`config.mk`:
```
export PLATFORM = sky130hd
export DESIGN_NAME = axi4_lite_cmd_master_flat
export DESIGN_NICKNAME = d
export VERILOG_FILES = /design/src/rtl/axi4_lite_pkg.sv /design/src/rtl/ifc_axi4_lite.sv /design/src/rtl/axi4_lite_cmd_master.sv /design/src/flat_wrapper.sv
export SDC_FILE = /design/constraint.sdc
export NUM_CORES = 1
export LEC_CHECK = 0
export BUFFER_PORTS_ARGS = -buffer_cell sky130_fd_sc_hd__buf_2
export CAP_MARGIN = 20
export CELL_PAD_IN_SITES_DETAIL_PLACEMENT = 0
export CELL_PAD_IN_SITES_GLOBAL_PLACEMENT = 2
export CORE_UTILIZATION = 24
export CTS_BUF_LIST = sky130_fd_sc_hd__clkbuf_8 sky130_fd_sc_hd__clkbuf_16
export CTS_CLUSTER_DIAMETER = 80
export DETAILED_ROUTE_END_ITERATION = 8
export PLACE_DENSITY = 0.93
export SYNTH_ARGS = -nofsm -noshare
export SYNTH_HDL_FRONTEND = slang
export SYNTH_SLANG_ARGS = --single-unit
```
`constraint.sdc`:
```
create_clock -name clk -period 3 [get_ports clk]
set_input_delay 0.15 -clock clk [delete_from_list [all_inputs] [get_ports clk]]
set_output_delay 0.15 -clock clk [all_outputs]
set_load 0.005 [all_outputs]
```
`src/rtl/axi4_lite_pkg.sv`:
```
`default_nettype none
// axi4_lite_pkg -- shared AXI4-lite response codes, command-master states and defaults (rev 1.0).
package axi4_lite_pkg;

  typedef enum logic [1:0] {
    OKAY   = 2'b00,
    EXOKAY = 2'b01,
    SLVERR = 2'b10,
    DECERR = 2'b11
  } resp_t;

  typedef enum logic [2:0] {
    IDLE    = 3'd0,
    WR_REQ  = 3'd1,
    WR_RESP = 3'd2,
    RD_REQ  = 3'd3,
    RD_DATA = 3'd4,
    RSP     = 3'd5
  } cmd_master_state_t;

  localparam logic [2:0] DEFAULT_PROT = 3'b000;

endpackage
`default_nettype wire

```
`src/rtl/ifc_axi4_lite.sv`:
```
`default_nettype none
// ifc_axi4_lite -- AXI4-lite bundle with master and slave views (rev 1.0).
interface ifc_axi4_lite #(
  parameter int ADDR_WIDTH = 32,
  parameter int DATA_WIDTH = 32
);
  logic [ADDR_WIDTH-1:0]   awaddr;
  logic [2:0]              awprot;
  logic                    awvalid;
  logic                    awready;
  logic [DATA_WIDTH-1:0]   wdata;
  logic [DATA_WIDTH/8-1:0] wstrb;
  logic                    wvalid;
  logic                    wready;
  logic [1:0]              bresp;
  logic                    bvalid;
  logic                    bready;
  logic [ADDR_WIDTH-1:0]   araddr;
  logic [2:0]              arprot;
  logic                    arvalid;
  logic                    arready;
  logic [DATA_WIDTH-1:0]   rdata;
  logic [1:0]              rresp;
  logic                    rvalid;
  logic                    rready;

  modport master (
    output awaddr, awprot, awvalid, input awready,
    output wdata, wstrb, wvalid, input wready,
    input bresp, bvalid, output bready,
    output araddr, arprot, arvalid, input arready,
    input rdata, rresp, rvalid, output rready
  );

  modport slave (
    input awaddr, awprot, awvalid, output awready,
    input wdata, wstrb, wvalid, output wready,
    output bresp, bvalid, input bready,
    input araddr, arprot, arvalid, output arready,
    output rdata, rresp, rvalid, input rready
  );
endinterface
`default_nettype wire

```
`src/rtl/axi4_lite_cmd_master.sv`:
```
`default_nettype none
// axi4_lite_cmd_master -- valid/ready command stream to single AXI4-lite transactions (rev 1.0).
// Define AXI4_LITE_CMD_MASTER_STRB_EN to add the i_cmd_wstrb byte-strobe input.
module axi4_lite_cmd_master
  import axi4_lite_pkg::*;
#(
  parameter int AXI_ADDR_WIDTH = 32,
  parameter int AXI_DATA_WIDTH = 32
) (
  input  logic                        clk,
  input  logic                        rst,
  ifc_axi4_lite.master                if_axi,
  input  logic                        i_cmd_valid,
  output logic                        o_cmd_ready,
  input  logic                        i_cmd_write,
  input  logic [AXI_ADDR_WIDTH-1:0]   i_cmd_addr,
  input  logic [AXI_DATA_WIDTH-1:0]   i_cmd_wdata,
`ifdef AXI4_LITE_CMD_MASTER_STRB_EN
  input  logic [AXI_DATA_WIDTH/8-1:0] i_cmd_wstrb,
`endif
  output logic                        o_rsp_valid,
  input  logic                        i_rsp_ready,
  output logic                        o_rsp_write,
  output logic [AXI_DATA_WIDTH-1:0]   o_rsp_rdata,
  output logic [1:0]                  o_rsp_resp,
  output logic                        o_busy
);

  localparam int STRB_WIDTH = AXI_DATA_WIDTH / 8;

  generate
    if (AXI_DATA_WIDTH != 32 && AXI_DATA_WIDTH != 64) begin : g_bad_data_width
      $error("axi4_lite_cmd_master: AXI_DATA_WIDTH must be 32 or 64");
    end
  endgenerate

  cmd_master_state_t         state;
  logic [AXI_ADDR_WIDTH-1:0] addr;
  logic [AXI_DATA_WIDTH-1:0] wdata;
  logic [STRB_WIDTH-1:0]     wstrb;
  logic                      awvalid;
  logic                      wvalid;
  logic                      bready;
  logic                      arvalid;
  logic                      rready;
  logic                      rsp_valid;
  logic                      rsp_write;
  logic [AXI_DATA_WIDTH-1:0] rsp_rdata;
  resp_t                     rsp_resp;
  logic                      aw_done;
  logic                      w_done;

  // A channel whose valid already dropped has completed its handshake.
  assign aw_done = !awvalid || if_axi.awready;
  assign w_done  = !wvalid  || if_axi.wready;

  always_ff @(posedge clk) begin
    if (rst) begin
      state     <= IDLE;
      addr      <= '0;
      wdata     <= '0;
      awvalid   <= 1'b0;
      wvalid    <= 1'b0;
      bready    <= 1'b0;
      arvalid   <= 1'b0;
      rready    <= 1'b0;
      rsp_valid <= 1'b0;
      rsp_write <= 1'b0;
      rsp_rdata <= '0;
      rsp_resp  <= OKAY;
    end else begin
      case (state)
        IDLE: begin
          if (i_cmd_valid) begin
            addr  <= i_cmd_addr;
            wdata <= i_cmd_wdata;
            if (i_cmd_write) begin
              awvalid <= 1'b1;
              wvalid  <= 1'b1;
              state   <= WR_REQ;
            end else begin
              arvalid <= 1'b1;
              state   <= RD_REQ;
            end
          end
        end
        WR_REQ: begin
          if (awvalid && if_axi.awready) awvalid <= 1'b0;
          if (wvalid && if_axi.wready)   wvalid  <= 1'b0;
          if (aw_done && w_done) begin
            bready <= 1'b1;
            state  <= WR_RESP;
          end
        end
        WR_RESP: begin
          if (if_axi.bvalid) begin
            bready    <= 1'b0;
            rsp_valid <= 1'b1;
            rsp_write <= 1'b1;
            rsp_rdata <= '0;
            rsp_resp  <= resp_t'(if_axi.bresp);
            state     <= RSP;
          end
        end
        RD_REQ: begin
          if (if_axi.arready) begin
            arvalid <= 1'b0;
            rready  <= 1'b1;
            state   <= RD_DATA;
          end
        end
        RD_DATA: begin
          if (if_axi.rvalid) begin
            rready    <= 1'b0;
            rsp_valid <= 1'b1;
            rsp_write <= 1'b0;
            rsp_rdata <= if_axi.rdata;
            rsp_resp  <= resp_t'(if_axi.rresp);
            state     <= RSP;
          end
        end
        RSP: begin
          if (i_rsp_ready) begin
            rsp_valid <= 1'b0;
            state     <= IDLE;
          end
        end
        default: state <= IDLE;
      endcase
    end
  end

`ifdef AXI4_LITE_CMD_MASTER_STRB_EN
  always_ff @(posedge clk) begin
    if (rst) begin
      wstrb <= '0;
    end else if (state == IDLE && i_cmd_valid) begin
      wstrb <= i_cmd_wstrb;
    end
  end
`else
  assign wstrb = '1;
`endif

  // Held low during reset so nothing is accepted before the first clean cycle.
  assign o_cmd_ready = (state == IDLE) && !rst;
  assign o_busy      = (state != IDLE);
  assign o_rsp_valid = rsp_valid;
  assign o_rsp_write = rsp_write;
  assign o_rsp_rdata = rsp_rdata;
  assign o_rsp_resp  = rsp_resp;

  assign if_axi.awaddr  = addr;
  assign if_axi.awprot  = DEFAULT_PROT;
  assign if_axi.awvalid = awvalid;
  assign if_axi.wdata   = wdata;
  assign if_axi.wstrb   = wstrb;
  assign if_axi.wvalid  = wvalid;
  assign if_axi.bready  = bready;
  assign if_axi.araddr  = addr;
  assign if_axi.arprot  = DEFAULT_PROT;
  assign if_axi.arvalid = arvalid;
  assign if_axi.rready  = rready;

endmodule
`default_nettype wire

```
`src/flat_wrapper.sv`:
```
// flat-port wrapper written by rule: the top's interface ports become plain ports
module axi4_lite_cmd_master_flat import axi4_lite_pkg::*;
#(
  parameter int AXI_ADDR_WIDTH = 32,
  parameter int AXI_DATA_WIDTH = 32
)
  (clk, rst, i_cmd_valid, o_cmd_ready, i_cmd_write, i_cmd_addr, i_cmd_wdata, o_rsp_valid, i_rsp_ready, o_rsp_write, o_rsp_rdata, o_rsp_resp, o_busy, if_axi_awaddr, if_axi_awprot, if_axi_awvalid, if_axi_awready, if_axi_wdata, if_axi_wstrb, if_axi_wvalid, if_axi_wready, if_axi_bresp, if_axi_bvalid, if_axi_bready, if_axi_araddr, if_axi_arprot, if_axi_arvalid, if_axi_arready, if_axi_rdata, if_axi_rresp, if_axi_rvalid, if_axi_rready);
  ifc_axi4_lite #(.ADDR_WIDTH(32), .DATA_WIDTH(32)) if_axi_i ();
  input  logic clk;
  input  logic rst;
  input  logic i_cmd_valid;
  output logic o_cmd_ready;
  input  logic i_cmd_write;
  input  logic [AXI_ADDR_WIDTH-1:0] i_cmd_addr;
  input  logic [AXI_DATA_WIDTH-1:0] i_cmd_wdata;
  output logic o_rsp_valid;
  input  logic i_rsp_ready;
  output logic o_rsp_write;
  output logic [AXI_DATA_WIDTH-1:0] o_rsp_rdata;
  output logic [1:0] o_rsp_resp;
  output logic o_busy;
  output wire logic [$bits(if_axi_i.awaddr)-1:0] if_axi_awaddr;
  output wire logic [$bits(if_axi_i.awprot)-1:0] if_axi_awprot;
  output wire logic [$bits(if_axi_i.awvalid)-1:0] if_axi_awvalid;
  input wire logic [$bits(if_axi_i.awready)-1:0] if_axi_awready;
  output wire logic [$bits(if_axi_i.wdata)-1:0] if_axi_wdata;
  output wire logic [$bits(if_axi_i.wstrb)-1:0] if_axi_wstrb;
  output wire logic [$bits(if_axi_i.wvalid)-1:0] if_axi_wvalid;
  input wire logic [$bits(if_axi_i.wready)-1:0] if_axi_wready;
  input wire logic [$bits(if_axi_i.bresp)-1:0] if_axi_bresp;
  input wire logic [$bits(if_axi_i.bvalid)-1:0] if_axi_bvalid;
  output wire logic [$bits(if_axi_i.bready)-1:0] if_axi_bready;
  output wire logic [$bits(if_axi_i.araddr)-1:0] if_axi_araddr;
  output wire logic [$bits(if_axi_i.arprot)-1:0] if_axi_arprot;
  output wire logic [$bits(if_axi_i.arvalid)-1:0] if_axi_arvalid;
  input wire logic [$bits(if_axi_i.arready)-1:0] if_axi_arready;
  input wire logic [$bits(if_axi_i.rdata)-1:0] if_axi_rdata;
  input wire logic [$bits(if_axi_i.rresp)-1:0] if_axi_rresp;
  input wire logic [$bits(if_axi_i.rvalid)-1:0] if_axi_rvalid;
  output wire logic [$bits(if_axi_i.rready)-1:0] if_axi_rready;
  assign if_axi_awaddr = if_axi_i.awaddr;
  assign if_axi_awprot = if_axi_i.awprot;
  assign if_axi_awvalid = if_axi_i.awvalid;
  assign if_axi_i.awready = if_axi_awready;
  assign if_axi_wdata = if_axi_i.wdata;
  assign if_axi_wstrb = if_axi_i.wstrb;
  assign if_axi_wvalid = if_axi_i.wvalid;
  assign if_axi_i.wready = if_axi_wready;
  assign if_axi_i.bresp = if_axi_bresp;
  assign if_axi_i.bvalid = if_axi_bvalid;
  assign if_axi_bready = if_axi_i.bready;
  assign if_axi_araddr = if_axi_i.araddr;
  assign if_axi_arprot = if_axi_i.arprot;
  assign if_axi_arvalid = if_axi_i.arvalid;
  assign if_axi_i.arready = if_axi_arready;
  assign if_axi_i.rdata = if_axi_rdata;
  assign if_axi_i.rresp = if_axi_rresp;
  assign if_axi_i.rvalid = if_axi_rvalid;
  assign if_axi_rready = if_axi_i.rready;
  axi4_lite_cmd_master #(.AXI_ADDR_WIDTH(AXI_ADDR_WIDTH), .AXI_DATA_WIDTH(AXI_DATA_WIDTH)) u_core (.clk(clk), .rst(rst), .if_axi(if_axi_i), .i_cmd_valid(i_cmd_valid), .o_cmd_ready(o_cmd_ready), .i_cmd_write(i_cmd_write), .i_cmd_addr(i_cmd_addr), .i_cmd_wdata(i_cmd_wdata), .o_rsp_valid(o_rsp_valid), .i_rsp_ready(i_rsp_ready), .o_rsp_write(o_rsp_write), .o_rsp_rdata(o_rsp_rdata), .o_rsp_resp(o_rsp_resp), .o_busy(o_busy));
endmodule
```
-- Yosys cells after proc, flatten, opt, wreduce, memory -nomap -nowiden
Index checks and enable logic that the tools add are counted.
- register bits: 108
- bits in latches: 0
- bits in writable memories: 0
- bits in read-only memories: 0
- input port bits: 110
- output and inout bits: 149
- memories kept: 0
- add/subtract/negate cells: 0
- multiply operators: 0
- divide/modulo/power cells: 0
- order comparisons: 0
- equality and inequality tests: 15
- shifts and indexed selects: 0
- multiplexer cells: 35
- bitwise logic cells: 0
- reduce and logical (&&, ||, !) cells: 26
- operators by type and width (cell ; number):
    two-way mux 32 bit ; 2
    one-hot mux 32 bit (2 select lines) ; 1
    two-way mux 3 bit ; 6
    one-hot mux 3 bit (6 select lines) ; 1
    AND reduction 4 bit ; 4
    two-way mux 1 bit ; 14
    != test 2 bit, second input constant ; 7
    one-hot mux 1 bit (2 select lines) ; 6
    nonzero test 2 bit ; 5
    AND reduction 3 bit ; 3
    == test 3 x 2 -> 1 bit, second input constant ; 2
    == test 3 bit, second input constant ; 2
    two-way mux 2 bit ; 3
    != test 2 x 1 -> 1 bit, second input constant ; 3
    AND reduction 6 bit ; 1
    nonzero test 3 bit ; 2
    logical AND 1 bit ; 4
    one-hot mux 2 bit (2 select lines) ; 1
    == test 3 x 1 -> 1 bit, second input constant ; 1
    logical NOT 1 bit ; 3
    logical NOT 3 bit ; 1
    one-hot mux 1 bit (3 select lines) ; 1
    logical OR 1 bit ; 2
    AND reduction 2 bit ; 1

-- Longest topological paths before layout
- depth in word-level cells: 5
- depth in mapped cells: 7

-- Least setup slack after synthesis
OpenSTA, ideal clock, no wires.
- kind: reg2reg
- from: reg u_core.state[0]
- to: reg u_core.rsp_resp[1], in the netlist u_core.o_rsp_resp[1]
- setup time: 0.128 ns
- arrival: 1.207 ns
- setup slack: 1.666 ns
- cell stages (with the launch flop): 6
- cell sequence: dfxtp_1 buf_2 nor3b_1 mux2_2 mux2i_1 nor2_1
- cells in the longest elaborated chain, start to end: 3
- RTL lines (element ; RTL line ; source):
    from (decl) ; axi4_lite_cmd_master.sv:37 ; cmd_master_state_t state;
    from (signal assigned) ; axi4_lite_cmd_master.sv:59 ; state <= IDLE;
    from (signal assigned) ; axi4_lite_cmd_master.sv:80 ; state <= WR_REQ;
    from (signal assigned) ; axi4_lite_cmd_master.sv:83 ; state <= RD_REQ;
    == test 3 bit / == test 3 x 2 -> 1 bit (equally long branches) ; axi4_lite_cmd_master.sv:72 ; case (state)
    != test 2 bit (no source line) / nonzero test 2 bit (equally long branches) ; -- ;
    AND reduction 3 bit (no source line) ; -- ;
    to (signal assigned) ; axi4_lite_cmd_master.sv:101 ; rsp_resp <= resp_t'(if_axi.bresp);
    to (signal assigned) ; axi4_lite_cmd_master.sv:118 ; rsp_resp <= resp_t'(if_axi.rresp);
    to (decl) ; axi4_lite_cmd_master.sv:49 ; resp_t rsp_resp;
Several ways; a longest one is shown, not always the timed one.
A chain may end at the register's enable or synchronous reset.

-- Final worst setup path
- from: reg u_core.state[1]
- to: reg u_core.rsp_resp[0], in the netlist u_core.o_rsp_resp[0]
The elaborated chain is that of the path after synthesis.

==> results.toml <==
[worst_setup_path]
critPathCaptureType = "register"
cp_data_required_time_ns = 3.22
path_max_fanout = 26
path_class = "register to register"
arrival_ns = 2.24
cp-start-kind = "register"

[pwr]
p_leak_nw = 2.75
power_density_nw_per_um2 = 764
ir_drop_mv = 0.291

[global_routing]
grt.overflow.total = 0
grt_pass1_wl_um = 18700
grt_pass1_vias = 3630
antenna_found_initial = 1
groute.usage.overall_pct = 13.3
grt_max_degree = 53

[floorplan]
die_y_um = 135
die_w_um = 135
core_area_sq_um = 17200
io_pins = 259
start_util_pct = 24.5
std_cell_rows = 48
die_area_sq_um = 18100

[final_layout]
areaGrowthSynthToFinish_pct = 33.7
fin_cells = 936
nNetsFinal = 817
layout-drive-gt1-share_pct = 38.7
design_area_sq_um = 5640
n_fill_cell = 1882
diodes = 0

[synthesis]
ys_types = 32
yosysWarnings = 0
synth_area_leaders = "dfxtp_1 (51%), nand2_1 (12%), buf_4 (8.9%)"
yosysSeqAreaShare_pct = 51.2
synth_area_sq_um = 4220
ys.flop_type = "dfxtp_1"
synth_top_cell_by_area = "dfxtp_1"
synth_seq_cells = 108
synth_commonest_cells = "nand2_1 (133), dfxtp_1 (108), a21oi_1 (72)"
synth_edf_count = 0
syn-mean-instance-area_sq_um = 8.24
yosys.cell_count.top_type = "nand2_1"
synth_top_area_share_pct = 51.2
synthCells = 512
synth-async-reset-ratio_pct = 0

[timing]
finalCriticalPeriod_ns = 2.03
period_share_pct = 67.6
max-slew-margin-rel_pct = 62.1
rsz0062_at_grt = "no"
fin_ws_ns = 0.973
fin_tns_setup_ns = 0
fmax_mhz = 493
final-max-slew-violation-count = 0
max_slew.worst_pin.slew_ns = 0.568
skew_ns = 0.0102
hold_viol = 0
final-setup-viol-count = 0

[routing]
vias_per_cell = 4.27
drtPass1Iterations = 4
postRouteAntennaNets = 0
first_iter_violations = 167
wl_per_cell_um = 13.1
drc = 0
vias = 3993
drt_wl_total_um = 12300

[placement]
port_buffers = 248
routabilityCongestion = 0.767
dpl.hpwl_um = 8660
post-place-ws_ns = 1.01
place_inst = 921
place_area_sq_um = 5370

[cts]
postCtsSetupBuffers = 0
cts_buffer_depth = 2
cts.htree.levels = 3
clk_pin_slew_ns = 0.07
clk_latency_ns = 0.35
ctsResizeCount = 0
cts_buffers = 9
clock_sinks = 108
cts_tree = "done"
hold_buffers = 0
root_buffer = "clkbuf_16"

[worst_hold_path]
worstHoldPathType = "primary input to register"

[status]
status = "finished, final reports clean"

[run]
cap_violations = 0
==> power by group <==
part	leakage, nW	internal (W)	switching [W]	total, W
Sequential	0.880	0.00169	0.000196	0.00188
Clock	0.136	0.000578	0.000532	0.00111
Combinational	1.73	0.000571	0.000749	0.00132
Total	2.75	0.00284	0.00148	0.00431
==> kinds of logic (layout without fill, tap and decap cells) <==
group	after synthesis	count (layout)	synth area share, %
compound gates	119	119	16.7
simple gates	189	189	17.8
other cells	2	10	0.178
flops	108	108	51.2
mux	7	7	1.72
buf+inv	87	278	12.4
==> routing by layer <==
layer	up-vias	global-route usage, %	wire length [um]
li1	2023	-	-
met1	1781	16.5	5390
met2	179	20.8	5600
met3	10	5.41	1090
met4	0	4.43	166
met5	-	0	0
==> path summary, 6_finish.rpt <==
kind                                        startpoint                                     to  slack, ns  depth (start not counted)
hold / removal                          i_cmd_addr[14]  u_core.if_axi.araddr[14]$_SDFFE_PP0P_       0.03                          3
setup reg to reg          u_core.state[1]$_SDFFE_PP0P_      u_core.o_rsp_resp[0]$_SDFFE_PP0P_       0.97                          5
setup / recovery          u_core.state[1]$_SDFFE_PP0P_      u_core.o_rsp_resp[0]$_SDFFE_PP0P_       0.97                          5
hold reg to reg   u_core.if_axi.wdata[27]$_SDFFE_PP0P_   u_core.if_axi.wdata[27]$_SDFFE_PP0P_       0.45                          2
==> registers in the layout (all words and copies together), names as in the netlist <==
register               count
u_core.if_axi.awvalid      1
u_core.if_axi.araddr      32
u_core.if_axi.rready       1
u_core.state               3
u_core.o_rsp_resp          2
u_core.o_rsp_rdata        32
u_core.if_axi.wvalid       1
u_core.if_axi.arvalid      1
u_core.if_axi.bready       1
u_core.if_axi.wdata       32
u_core.o_rsp_write         1
u_core.o_rsp_valid         1
==> layout make-up <==
cell class                      count  area (sq um)  share of cell area (%)
Clock buffer                       10           239                    4.24
Clock inverter                      5          30.0                   0.532
Inverter                            9          33.8                   0.599
Multi-Input combinational cell    325          1570                    27.8
Sequential cell                   108          2160                    38.3
Tap cell                          225           282                    4.99
Timing Repair Buffer              254          1330                    23.5
==> stage by stage <==
stage / utilization (%) / total power [W] / hold slack [ns]
final: 32.7 / 0.00431 / 0.0297
after floorplan: - / 0.00277 / 0.286
after global placement: 31.2 / 0.00325 / 0.384
after CTS: 32.7 / 0.00440 / 0.00993
after global routing: 32.7 / 0.00463 / 0.0176
after detailed placement: 31.2 / 0.00327 / 0.391
==> cell usage in the layout (no fill, tap or decap), types with 2 or more instances in the layout <==
cell       instances
a21oi_1           72
a22oi_1           33
a31oi_1            2
and3b_1            2
buf_12             3
buf_2            247
buf_4              4
clkbuf_16          9
clkinv_2           2
conb_1            10
dfxtp_1          108
inv_1              8
mux2_2             2
mux2i_1            5
nand2_1          132
nand2b_1           2
nand3_1            2
nor2_1            42
nor3_1             3
o21ai_0            5
==> critical path: stages, from the launching register on <==
cell and delay [ns]:
dfxtp_1 0.65, and3b_1 0.25, o21ai_2 0.48, buf_12 0.25
mux2i_1 0.20, nor2_1 0.05
Note: power is estimated with default switching activity, not from simulation.
